[src/rtl/bmaxpool_stream.sv]
// Streaming binary max/min pool: one CH-bit pixel per beat in raster order, one pooled
// pixel per completed POOLxPOOL window, valid/ready on both sides.
module bmaxpool_stream #(
  parameter int unsigned I_W     = 26,
  parameter int unsigned I_H     = 26,
  parameter int unsigned CH      = 1,
  parameter int unsigned POOL    = 2,
  parameter int unsigned POOL_OP = 0
) (
  input  logic          clk,
  input  logic          rst,
  input  logic [CH-1:0] in_data,
  input  logic          in_valid,
  output logic          in_ready,
  output logic [CH-1:0] out_data,
  output logic          out_valid,
  input  logic          out_ready,
  output logic          out_last
);

  localparam int unsigned O_W       = I_W / POOL;
  localparam int unsigned O_H       = I_H / POOL;
  localparam int unsigned ROWS_USED = O_H * POOL;
  localparam int unsigned CW        = $clog2(I_W + 1);
  localparam int unsigned RW        = $clog2(I_H + 1);
  localparam int unsigned PW        = (POOL > 1) ? $clog2(POOL) : 1;
  localparam int unsigned OXW       = $clog2(O_W + 1);
  localparam int unsigned AW        = (O_W > 1) ? $clog2(O_W) : 1;

  logic [CW-1:0]  col_q, col_d;
  logic [RW-1:0]  row_q, row_d;
  logic [PW-1:0]  px_q, px_d;
  logic [PW-1:0]  py_q, py_d;
  logic [OXW-1:0] ox_q, ox_d;
  logic [CH-1:0]  acc_q [O_W];
  logic [CH-1:0]  out_data_q, out_data_d;
  logic           out_valid_q, out_valid_d;
  logic           out_last_q, out_last_d;

  logic           accept;
  logic           in_window;
  logic           win_first;
  logic           win_last;
  logic [CH-1:0]  acc_rd;
  logic [CH-1:0]  acc_op;
  logic [CH-1:0]  pix_val;

  assign in_ready  = !out_valid_q || out_ready;
  assign out_data  = out_data_q;
  assign out_valid = out_valid_q;
  assign out_last  = out_last_q;

  // Window bookkeeping; the first pixel of a window replaces stale accumulator contents.
  always_comb begin
    accept    = in_valid && in_ready;
    in_window = (ox_q < OXW'(O_W)) && (row_q < RW'(ROWS_USED));
    win_first = (px_q == '0) && (py_q == '0);
    win_last  = (px_q == PW'(POOL - 1)) && (py_q == PW'(POOL - 1));
    acc_rd    = acc_q[AW'(ox_q)];
    acc_op    = (POOL_OP != 0) ? (acc_rd & in_data) : (acc_rd | in_data);
    pix_val   = win_first ? in_data : acc_op;
  end

  // Raster position counters; ox saturates at O_W over the cropped right margin.
  always_comb begin
    col_d = col_q;
    row_d = row_q;
    px_d  = px_q;
    py_d  = py_q;
    ox_d  = ox_q;
    if (accept) begin
      if (col_q == CW'(I_W - 1)) begin
        col_d = '0;
        px_d  = '0;
        ox_d  = '0;
        if (row_q == RW'(I_H - 1)) begin
          row_d = '0;
          py_d  = '0;
        end else begin
          row_d = row_q + RW'(1);
          py_d  = (py_q == PW'(POOL - 1)) ? '0 : py_q + PW'(1);
        end
      end else begin
        col_d = col_q + CW'(1);
        if (px_q == PW'(POOL - 1)) begin
          px_d = '0;
          if (ox_q != OXW'(O_W)) ox_d = ox_q + OXW'(1);
        end else begin
          px_d = px_q + PW'(1);
        end
      end
    end
  end

  // Output register: a completing window overrides a same-edge drain, so no bubble.
  always_comb begin
    out_valid_d = out_valid_q;
    out_data_d  = out_data_q;
    out_last_d  = out_last_q;
    if (out_valid_q && out_ready) begin
      out_valid_d = 1'b0;
      out_last_d  = 1'b0;
    end
    if (accept && in_window && win_last) begin
      out_valid_d = 1'b1;
      out_data_d  = pix_val;
      out_last_d  = (ox_q == OXW'(O_W - 1)) && (row_q == RW'(ROWS_USED - 1));
    end
  end

  always_ff @(posedge clk) begin
    if (rst) begin
      col_q       <= '0;
      row_q       <= '0;
      px_q        <= '0;
      py_q        <= '0;
      ox_q        <= '0;
      out_data_q  <= '0;
      out_valid_q <= 1'b0;
      out_last_q  <= 1'b0;
    end else begin
      col_q       <= col_d;
      row_q       <= row_d;
      px_q        <= px_d;
      py_q        <= py_d;
      ox_q        <= ox_d;
      out_data_q  <= out_data_d;
      out_valid_q <= out_valid_d;
      out_last_q  <= out_last_d;
    end
  end

  always_ff @(posedge clk) begin
    if (accept && in_window) acc_q[AW'(ox_q)] <= pix_val;
  end

endmodule

[config.mk]
export PLATFORM = sky130hd
export DESIGN_NAME = bmaxpool_stream
export DESIGN_NICKNAME = d
export VERILOG_FILES = /design/src/rtl/bmaxpool_stream.sv
export SDC_FILE = /design/constraint.sdc
export NUM_CORES = 1
export LEC_CHECK = 0
export CAP_MARGIN = 20
export CORE_ASPECT_RATIO = 1.4
export CORE_MARGIN = 8
export CORE_UTILIZATION = 58
export CTS_CLUSTER_SIZE = 24
export DETAILED_ROUTE_END_ITERATION = 6
export GPL_TIMING_DRIVEN = 1
export PLACE_DENSITY = 0.77
export SLEW_MARGIN = 20
export SYNTH_ARGS = -nofsm -noshare
export SYNTH_HDL_FRONTEND = slang
export SYNTH_SLANG_ARGS = --single-unit
[constraint.sdc]
create_clock -name clk -period 2 [get_ports clk]
set_input_delay 0.2 -clock clk [delete_from_list [all_inputs] [get_ports clk]]
set_output_delay 0.2 -clock clk [all_outputs]
set_load 0.005 [all_outputs]
==> flow_summary.yaml, run 1 <==
drt:
  vias: 1300
  drtIter0Drc: 38
  avgViaCountPerCell: 5.73
  ant_nets: 0
  drc: 0
  drt_wl_total_um: 3440
  first_pass_iters: 4
  drt-wirelength-per-cell_um: 15.2
final_layout:
  antenna_cells: 0
  ff_latch_area_um2: 851
  fill_cells: 221
  multi_input_area_um2: 812
  areaGrowthSynthToFinish_pct: 13.1
  fin_util: 0.685
  nets: 202
  drive_gt1_frac: 0.111
placement:
  io_buffers: 8
  pre_cts_slack_ns: 0.0541
  gp_congestion: 0.840
  dp_hpwl_um: 2470
clock_tree:
  cts_resized: 0
  clkTransAtPathRegs_ns: 0.07
  holdBufCountCts: 0
  clock-root-buffer: "clkbuf_8"
  cts_max_level: 2
  cts_setup_buffers: 0
  cts_tree: "yes"
  cts_sinks: 36
  cts-buffers-inserted: 5
  worst_skew_pair.late_latency_ns: 0.29
  clockBufferDepth: 2
synthesis:
  synth_top_family_by_area: "simple AND/OR/NAND/NOR gates"
  synthAdderAreaFrac: 0.0574
  synth_xor_area_frac: 0.0352
  synth.area.top_cells: "dfxtp_1, edfxtp_1, ha_1"
  ys_warn_count: 0
  synth_area_mm2: 0.00174
  async_reset_ff_frac: 0
  synth_top_cell_by_area: "dfxtp_1"
  netlist_instances: 178
  synth_compound_area_frac: 0.121
  synth_top_area_frac: 0.264
  synth.area.mux_share: 0.0345
  ys.flop_type: "dfxtp_1"
  synth_edf_count: 13
  synth-seq-area-share: 0.488
  syn_avg_cell_area_um2: 9.79
  synth-simple-area-share: 0.218
  synth_cell_types: 38
  synth.net_count: 191
  synth_seq_cells: 36
grt:
  gr-total-overflow: 0
  first_global_vias: 1321
  grt_pass1_wl_um: 5870
  groute.usage.overall: 0.145
  antenna_found_initial: 0
  grt_max_degree: 14
outcome:
  status: "complete, no violations"
setup_path:
  worst_ep_arrival_time_ns: 1.59
  crit_required_ns: 1.80
  end_kind: "output pin"
  cp-start-kind: "primary input"
  worst-setup-path-type: "in2out"
  crit_path_max_fanout: 9
timing:
  finalSetupTns_ns: 0
  timing.final.crit_share: 0.894
  setup_viol_count_final: 0
  finalHoldViolations: 0
  rsz0062_at_grt: "no"
  finalCriticalPeriod_ns: 1.79
  skew_ns: 0.00533
  max_freq_mhz: 559
  fin_ws_ns: 0.212
  relSlewSlack: 0.726
  slew_viol_final: 0
  worst_slew_pin_slew_ns: 0.410
floorplan:
  die_area_mm2: 0.00504
  core_area_mm2: 0.00288
  initial_core_util: 0.606
  die_w_um: 62.3
  die_y_um: 80.9
  num_rows: 23
  ios: 9
flow_run:
  drv_cap: 0
power_and_ir_drop:
  power_leakage_nw: 0.678
  pwr_density_cell_mw_per_mm2: 739
  p_total_mw: 1.46
  vdd_drop_max_mv: 0.632
hold_path:
  hp-class: "reg2reg"
-- worst max-delay path, cell delays in order --
cell	delay [ns]
clkdlybuf4s50_1	0.47
nand2b_1	0.33
clkdlybuf4s50_1	0.58
-- through the flow --
stage	instances	instance area, um^2	hold WS [ns]
2_1_floorplan	178	1740	0.382
3_3_place_gp	219	1860	0.480
3_5_place_dp	219	1860	0.504
4_1_cts	227	1970	0.515
5_1_grt	227	1970	0.541
6_report	227	1970	0.516
-- synthesized netlist by cell type (3+ instances only) --
cell      count
dfxtp_1      23
nor2_1       19
a21oi_1      14
edfxtp_1     13
nand2_1      12
ha_1          8
nand3_1       7
inv_1         6
mux2i_1       6
nand2b_1      5
nor3_1        5
xor2_1        5
buf_2         4
clkbuf_1      4
nand4_1       4
o21ai_0       4
or3_1         4
and3_1        3
buf_4         3
or4_1         3
-- final timing paths --
kind	startpoint	to	slack [ns]	depth (start not counted)
max	out_ready	in_ready	0.21	3
min	row_q[0]	row_q[0]	0.52	2
max reg2reg	col_q[0]	row_q[4]	0.23	5
min reg2reg	row_q[0]	row_q[0]	0.52	2
-- metal layers --
layer / vias up / share of wire / global-route usage
li1: 656 / - / -
met1: 618 / 0.40 / 0.138
met2: 21 / 0.56 / 0.288
met3: 5 / 0.028 / 0.0426
met4: 0 / 0.013 / 0.0595
met5: - / 0 / 0
-- cell usage in the layout (no fill, tap or decap), types with 2 or more instances in the layout --
master,Yosys,final
dfxtp_1,23,23
nor2_1,19,19
a21oi_1,14,14
edfxtp_1,13,13
nand2_1,12,12
ha_1,8,8
clkdlybuf4s50_1,0,8
nand3_1,7,7
buf_4,3,7
mux2i_1,6,6
inv_1,6,6
nor3_1,5,5
nand2b_1,5,5
xor2_1,5,5
clkbuf_8,0,5
o21ai_0,4,4
nand4_1,4,4
or3_1,4,4
and3_1,3,3
or4_1,3,3
nor2b_1,2,2
a211oi_1,2,2
a31oi_1,2,2
and2_1,2,2
and4b_1,2,2
a31o_2,2,2
xnor2_1,2,2
o31ai_1,2,2
-- final cells by class --
type,instances,share of cell area
sequential,36,0.432
inverter,6,0.0114
timing repair buffer,15,0.0673
multi-input combinational,125,0.412
tap,37,0.0235
clock buffer,6,0.0476
clock inverter,2,0.00635
-- power by group --
part | total (mW) | leakage [nW] | internal [mW] | switching [mW]
logic | 0.0882 | 0.323 | 0.0379 | 0.0503
registers | 0.793 | 0.303 | 0.774 | 0.0187
clock network | 0.575 | 0.0523 | 0.318 | 0.257
-- cells by family after synthesis --
logic type	after synthesis
xor+xnor	7
buf+inv	17
compound gates	32
flops	36
fa+ha+maj	8
mux	6
simple gates	72
(Power assumes the default switching activity.)
==> inputs of run 2 (changes only) <==
--- a/config.mk
+++ b/config.mk
@@ -12,6 +12,7 @@
 export CTS_CLUSTER_SIZE = 24
 export DETAILED_ROUTE_END_ITERATION = 6
 export GPL_TIMING_DRIVEN = 1
+export HOLD_SLACK_MARGIN = 0.06
 export PLACE_DENSITY = 0.77
 export SLEW_MARGIN = 20
 export SYNTH_ARGS = -nofsm -noshare
==> results of run 2 <==
No change in the layout: final DEF, timing and power equal those of run 1.
==> inputs of run 3 (changes only) <==
--- a/config.mk
+++ b/config.mk
@@ -8,13 +8,14 @@
 export CAP_MARGIN = 20
 export CORE_ASPECT_RATIO = 1.4
 export CORE_MARGIN = 8
-export CORE_UTILIZATION = 58
-export CTS_CLUSTER_SIZE = 24
+export CORE_UTILIZATION = 60
+export CTS_BUF_LIST = sky130_fd_sc_hd__clkbuf_4 sky130_fd_sc_hd__clkbuf_8
 export DETAILED_ROUTE_END_ITERATION = 6
 export GPL_TIMING_DRIVEN = 1
 export HOLD_SLACK_MARGIN = 0.06
-export PLACE_DENSITY = 0.77
+export PLACE_DENSITY = 0.8
 export SLEW_MARGIN = 20
 export SYNTH_ARGS = -nofsm -noshare
 export SYNTH_HDL_FRONTEND = slang
 export SYNTH_SLANG_ARGS = --single-unit
+export TNS_END_PERCENT = 5
==> run 3 against run 2 <==
  * Sequential cell count unchanged
  * Clock power is 14% lower
  * Largest cell class unchanged
  * Critical path type unchanged
  * Register-to-register slack about the same
==> flow_summary.yaml, run 3 (synthesis gave the netlist of run 1 again) <==
drt:
  ant_nets: 0
  drt-wirelength-per-cell_um: 14.6
  first_pass_iters: 4
  drt_wl_total_um: 3320
  drc: 0
  avgViaCountPerCell: 5.62
  vias: 1276
  drtIter0Drc: 38
setup_path:
  worst_ep_arrival_time_ns: 1.59
  cpPeakStageDelay_ns: 0.52
  crit_required_ns: 1.80
  path_buf_inv: 3
  worst_path_max_delay_cell: "clkdlybuf4s50_1"
  worst-setup-path-type: "in2out"
  cpMostUsedCell: "clkdlybuf4s50_1"
  end_kind: "output pin"
  critPathTopFamily: "buffers and inverters"
  cp-start-kind: "primary input"
  crit_path_max_fanout: 5
  crit_path_cell_trace: "clkdlybuf4s50_1, nand2b_1, buf_4, clkdlybuf4s50_1"
placement:
  gp_congestion: 0.801
  dp_hpwl_um: 2480
  io_buffers: 8
  pre_cts_slack_ns: 0.166
final_layout:
  drive_gt1_frac: 0.105
  antenna_cells: 0
  areaGrowthSynthToFinish_pct: 12.0
  fin_util: 0.692
  nets: 202
  final_common_cell: "dfxtp_1"
  final_cell_mix: "dfxtp_1, nor2_1, a21oi_1"
  fill_cells: 233
timing:
  finalCriticalPeriod_ns: 1.79
  worst_slew_pin_slew_ns: 0.400
  rsz0062_at_grt: "no"
  finalHoldViolations: 0
  fin_ws_ns: 0.208
  max_freq_mhz: 558
  setup_viol_count_final: 0
  timing.final.crit_share: 0.896
  slew_viol_final: 0
  skew_ns: 0.00379
  finalSetupTns_ns: 0
  relSlewSlack: 0.733
clock_tree:
  cts-buffers-inserted: 5
  holdBufCountCts: 0
  cts_resized: 0
  cts_sinks: 36
  cts_max_level: 2
  clockBufferDepth: 2
  cts_tree: "yes"
  cts_setup_buffers: 0
  clock-root-buffer: "clkbuf_8"
  worst_skew_pair.late_latency_ns: 0.28
  clkTransAtPathRegs_ns: 0.06
grt:
  grt_max_degree: 14
  globalRouteMet1Util: 0.144
  use_met2: 0.274
  gr-total-overflow: 0
  antenna_found_initial: 0
  grt_busiest_layer: "met2"
  first_global_vias: 1275
  grt_use_met3: 0.0532
  groute.usage.overall: 0.152
  grt_pass1_wl_um: 5490
floorplan:
  initial_core_util: 0.618
  ios: 9
  core_area_mm2: 0.00282
  die_y_um: 79.8
  die_w_um: 61.6
  num_rows: 23
  die_area_mm2: 0.00491
power_and_ir_drop:
  power_leakage_nw: 0.672
  vdd_drop_max_mv: 0.543
  pwr_density_cell_mw_per_mm2: 704
  p_total_mw: 1.37
outcome:
  status: "complete, no violations"
flow_run:
  drv_cap: 0
hold_path:
  hp-class: "reg2reg"
run 3: changes by cell type in the layout (fill, tap and decap cells not counted):
cell / before / now
clkinv_1: 0 / 1
clkbuf_16: 1 / 0
clkinvlp_4: 1 / 0
clkinv_2: 1 / 0
clkbuf_4: 0 / 2
run 3: worst reg2reg max path, delay by kind of cell (launching register included):
kind,cells,cell delay (ns)
compound gates,2,0.24
fa+ha+maj,1,0.17
flops,1,0.39
simple gates,2,0.89
run 3: final timing paths:
| kind | cells past startpoint | endpoint | from | slack (ns) |
|---|---|---|---|---|
| min | 2 | row_q[4] | row_q[4] | 0.51 |
| max | 4 | in_ready | out_ready | 0.21 |
| min reg2reg | 2 | row_q[4] | row_q[4] | 0.51 |
| max reg2reg | 5 | ox_q[3] | col_q[0] | 0.24 |
run 3: where the power goes:
group / leakage, nW / total, mW / switching, mW / internal [mW]
Sequential: 0.303 / 0.793 / 0.0186 / 0.775
Combinational: 0.322 / 0.0861 / 0.0491 / 0.0370
Clock: 0.0467 / 0.495 / 0.227 / 0.269
run 3: per-layer routing:
metal / wire length [um] / share of wire
met1: 1330 / 0.40
met2: 1800 / 0.54
met3: 131 / 0.039
met4: 65 / 0.020
met5: 0 / 0
run 3: final cells by class:
class / instances / area, um^2 / area share
flip-flops and latches: 36 / 851 / 0.436
multi-input cells: 125 / 812 / 0.416
repair buffers: 15 / 133 / 0.0679
clock buffers: 7 / 83.8 / 0.0429
well taps: 37 / 46.3 / 0.0237
inverters: 6 / 22.5 / 0.0115
clock inverters: 1 / 3.75 / 0.00192
run 3: per-stage QoR:
stage	hold slack, ns	instance area, um^2	std cells
global placement	0.481	1860	219
CTS	0.514	1950	227
global route	0.530	1950	227
floorplan	0.382	1740	178
finish	0.511	1950	227
detailed placement	0.495	1860	219
==> patch 1, RTL diff (flow settings as in run 2) <==
`I_H`: 26 -> 52.
--- a/src/rtl/bmaxpool_stream.sv
+++ b/src/rtl/bmaxpool_stream.sv
@@ -3,5 +3,5 @@
 module bmaxpool_stream #(
   parameter int unsigned I_W     = 26,
-  parameter int unsigned I_H     = 26,
+  parameter int unsigned I_H     = 52,
   parameter int unsigned CH      = 1,
   parameter int unsigned POOL    = 2,
Behaviour: same outputs for any inputs over 10 cycles, from zero or initial values and one cycle with rst high; that may be too few to reach the edited logic, so the function may still have changed.
==> patch 1 against run 2 <==
  * Largest power group unchanged
  * Worst setup slack got worse by 0.058 ns
  * Highest routed layer unchanged
  * Power fell by 4.0%
  * Cell count rose by 2.2%
  * Wire length fell by 1.7%
  * Final area rose by 2.8%
  * Clock skew rose by 0.0029 ns
  * Synthesized area rose by 1.9%
  * Sequential cell count rose by 1
==> patch 1: results (changes against run 2) <==
power:
  leakage_uw: 0.0006747  # was 0.0006781 µW
  vdd.ir_drop.worst_mv: 0.4500  # was 0.6319 mV
  p_switching_uw: 307.7  # was 326.2 µW
sta:
  hold_viol: 0  # unchanged
  clock_skew_ns: 0.008206  # was 0.005326 ns
  relSlewSlack_pct: 64.59  # was 72.65%
yosys:
  synth_xor_area_share_pct: 2.958  # was 3.518%
  netlist-cell-type-count: 42  # was 38
  synth_commonest_cells: "dfxtp_1, nor2_1, a21oi_1"  # unchanged
  synthMuxAreaShare_pct: 4.648  # was 3.446%
  ys_warn_count: 0  # unchanged
  syn-num-nets: 190  # was 191
  synth_fa_ha_area_share_pct: 4.930  # was 5.743%
  synth-compound-area-share_pct: 11.62  # was 12.06%
  synth_area_leaders: "dfxtp_1, edfxtp_1, ha_1"  # unchanged
  ys_seq_area_share_pct: 49.01  # was 48.82%
global_route:
  grtUsageMet2_pct: 27.00  # was 28.76%
  grt_pass1_vias: 1317  # was 1321
  grt_use_met1_pct: 12.81  # was 13.76%
  track_usage_pct: 14.13  # was 14.54%
  grt_pass1_wl_um: 5706  # was 5871 µm
  grt_max_degree: 16  # was 14
  gr-usage-met3_pct: 3.683  # was 4.264%
drt:
  vias_per_cell: 5.802  # was 5.727
  wl_met3_um: 64  # was 95 µm
  wl_um: 3383  # was 3442 µm
  met1Wirelength_um: 1300  # was 1375 µm
  initialDrtViolationCount: 38  # unchanged
  wl_met2_um: 1892  # was 1925 µm
  wl_per_cell_um: 14.58  # was 15.16 µm
final_layout:
  drive_gt1_share_pct: 11.92  # was 11.05%
  nNetsFinal: 204  # was 202
worst_setup_path:
  max_stage_delay_ns: 0.51  # was 0.58 ns
  arrival_ns: 2.05  # was 1.59 ns
  crit_fanout: 8  # was 9
  crit_family: "simple AND/OR/NAND/NOR gates"  # was buffers and inverters
  crit_slowest_cell: "or4_1"  # was clkdlybuf4s50_1
placement:
  place_ws_ns: -0.3238  # was 0.05409 ns
  dpl.hpwl_um: 2587  # was 2470 µm
  routabilityCongestion: 0.8531  # was 0.8402
  dp_cells: 224  # was 219
outcome:
  outcome: "finished clean"  # unchanged
clock_network:
  htreeDepth: 2  # unchanged
patch 1: changes by cell type in the layout (fill, tap and decap cells not counted), sizes merged, moves of 2 or more:
cell,delta
or3,-2
nor2b,-2
nor3,+2
nor2,-2
or2b,+2
nor3b,+2
a31o,-2
o21ai,+2
or3b,+3
and3,-2
a31oi,-2
patch 1: area by class of cell:
cell class / instances / area (µm²)
Tap cell: 39 / 48.80
Fill cell: 248 / 1007
Sequential cell: 37 / 870.8
Clock buffer: 7 / 76.32
Multi-Input combinational cell: 127 / 854.6
Timing Repair Buffer: 16 / 152.6
Clock inverter: 1 / 3.754
Inverter: 5 / 18.77
patch 1: repair_timing:
action | 4_1_cts | 5_1_grt
hold buffers | 0 | 0
setup endpoints to repair | 13 | 13
cloned | 0 | 0
resized for setup | 2 | 2
patch 1: path summary, 6_finish.rpt:
| path | from | endpoint | slack (ns) | cells after the start |
|---|---|---|---|---|
| max | col_q[0] | flop | 0.15 | 5 |
| min | row_q[1] | row_q[1] | 0.49 | 2 |
| max reg2reg | col_q[0] | flop | 0.15 | 5 |
| min reg2reg | row_q[1] | row_q[1] | 0.49 | 2 |
patch 1: power groups by stage:
stage | clock, µW | combinational, µW | sequential (µW)
after global placement | 0 | 98.6 | 829
after floorplan | 0 | 66.6 | 826
final | 478 | 106 | 813
after global routing | 511 | 119 | 815
after CTS | 487 | 104 | 813
after detailed placement | 0 | 102 | 830
patch 1: per-stage QoR:
stage               cell area, µm²  TNS, ns  total power, µW  util, %
global route                  2026        0             1446    66.79
floorplan                     1777        0            892.5        -
CTS                           2014        0             1404    66.42
finish                        2026        0             1398    66.79
global placement              1928   -3.049            927.1    63.57
detailed placement            1928   -4.208            932.3    63.57
==> patch 2, RTL diff (flow settings as in run 2) <==
Without the edit above. Make the reset (`rst`) asynchronous in one clocked block.
--- a/src/rtl/bmaxpool_stream.sv
+++ b/src/rtl/bmaxpool_stream.sv
@@ -109,5 +109,5 @@
   end
 
-  always_ff @(posedge clk) begin
+  always_ff @(posedge clk or posedge rst) begin
     if (rst) begin
       col_q       <= '0;
Behaviour: no difference found for any inputs over 10 cycles, from zero or initial values and one cycle with rst high; that may be too few to reach the edited logic, so the function may still have changed.
==> patch 2 against run 2 <==
  * Cell count is 5.3% lower
  * Worst setup slack worse by 0.094 ns
  * Wire length is 8.0% higher
  * Sequential cell count is 4 lower
  * Final area hardly changed
  * Synthesized area is 1.4% lower
Power is not compared: it rests on default switching activity, and its combinational part moved more than twofold at a synthesized area within 25%.
==> patch 2: results (changes against run 2) <==
outcome:
  outcome: "finished clean"  # unchanged
final_layout:
  nNetsFinal: 190  # was 202
  top_regs: "acc_q (13), col_q (5), row_q (5)"
  fillers: 204  # was 221
  layout_commonest_cell: "dfrtp_1"  # was dfxtp_1
  drive_gt1_share_pct: 12.36  # was 11.05%
  diodes: 0  # unchanged
placement:
  dp_cells: 207  # was 219
  port_buffers: 8  # unchanged
  dpl_cell_area_um2: 1858  # was 1864 µm²
  place_ws_ns: 0.1182  # was 0.05409 ns
  routabilityCongestion: 0.8526  # was 0.8402
  dpl.hpwl_um: 2743  # was 2470 µm
power:
  vdd.ir_drop.worst_mv: 0.8288
  p_int_uw: 1726
yosys:
  ys_async_sr_fraction_pct: 59.38  # was 0%
  ys.flop_type: "dfrtp_1"  # was dfxtp_1
  synth_area_leaders: "dfrtp_1, edfxtp_1, ha_1"  # was dfxtp_1, edfxtp_1, ha_1
  synthMuxAreaShare_pct: 7.429  # was 3.446%
  synth_fa_ha_area_share_pct: 5.827  # was 5.743%
  netlist-cell-type-count: 44  # was 38
  avgSynthCellArea_um2: 10.67  # was 9.792 µm²
  ys_seq_area_share_pct: 50.40  # was 48.82%
  ys_warn_count: 0  # unchanged
  synth_commonest_cells: "dfrtp_1, nand2_1, nor2_1"  # was dfxtp_1, nor2_1, a21oi_1
  synth_edf_count: 13  # unchanged
  syn-num-nets: 174  # was 191
  synth-compound-area-share_pct: 12.82  # was 12.06%
  synth_xor_area_share_pct: 0  # was 3.518%
sta:
  setup_tns_ns: 0  # unchanged
  setup_violations: 0  # unchanged
  worstMarginPinSlew_ns: 0.7425  # was 0.4097 ns
  clock_skew_ns: 0.006767  # was 0.005326 ns
drt:
  wl_per_cell_um: 17.28  # was 15.16 µm
  dr.pass1.iters: 4  # unchanged
  route.vias.total: 1297  # was 1300
  initialDrtViolationCount: 72  # was 38
  wl_um: 3716  # was 3442 µm
global_route:
  grt_max_degree: 20  # was 14
  grt_pass1_wl_um: 5961  # was 5871 µm
  track_usage_pct: 16.94  # was 14.54%
clock_network:
  cts_buffers: 5  # unchanged
  post_cts.repair.setup_buffers: 0  # unchanged
  cts_resized: 0  # unchanged
  cts-root-buf: "clkbuf_8"  # unchanged
  clkTransAtPathRegs_ns: 0.07  # about the same
  htreeDepth: 2  # unchanged
  cts_buffer_depth: 2  # unchanged
worst_setup_path:
  crit_fanout: 8  # was 9
  crit_path_start: "col_q[1]"  # was out_ready
  arrival_ns: 2.09  # was 1.59 ns
worst_hold_path:
  hold_path_class: "in2async"  # was reg2reg
patch 2: path summary, 6_finish.rpt:
kind / slack, ns / cells after the start / to
setup / recovery: 0.12 / 6 / ox_q[3]
hold / removal: 0.33 / 2 / col_q[0]
setup reg to reg: 0.12 / 6 / ox_q[3]
hold reg to reg: 0.54 / 2 / out_data
max in group asynchronous: 1.19 / 2 / ox_q[0]
min in group clk: 0.54 / 2 / out_data
patch 2: logic make-up (layout without fill, tap and decap cells):
kind of cell	after synthesis	in the layout
AO/OA/AOI/OAI	31	31
adder cells (fa/ha/maj)	8	8
multiplexers	10	10
flip-flops	32	32
buffers and inverters	17	34
AND/OR/NAND/NOR	63	63
patch 2: final cells by class:
cell class	count	area, µm²	share of cell area [%]
sequential	32	865.8	43.96
clock inverter	3	42.54	2.160
multi-input combinational	112	779.5	39.58
timing repair buffer	13	117.6	5.972
tap	37	46.29	2.351
inverter	13	48.80	2.478
clock buffer	5	68.82	3.494
patch 2: per-layer routing:
layer / up-vias / GRT usage (%) / routed length (µm)
met3: 10 / 4.313 / 202
li1: 619 / - / -
met4: 0 / 10.53 / 98
met2: 40 / 30.01 / 2018
met5: - / 0 / 0
met1: 628 / 16.50 / 1396
patch 2: worst max-delay path, stage by stage, from the launching register on:
cell and delay, ns:
dfrtp_1 0.41, inv_1 0.09, ha_1 0.17, and4b_1 0.41
a21oi_4 0.08, or4_1 0.48, a21boi_1 0.16
patch 2: power by group through the flow:
stage / registers, µW / logic (µW) / clock network, µW
after floorplan: 1050 / 724 / 0
after global placement: 1110 / 952 / 0
after detailed placement: 1120 / 1000 / 0
after CTS: 1110 / 1010 / 626
after global routing: 1150 / 1110 / 659
final: 1120 / 1010 / 619
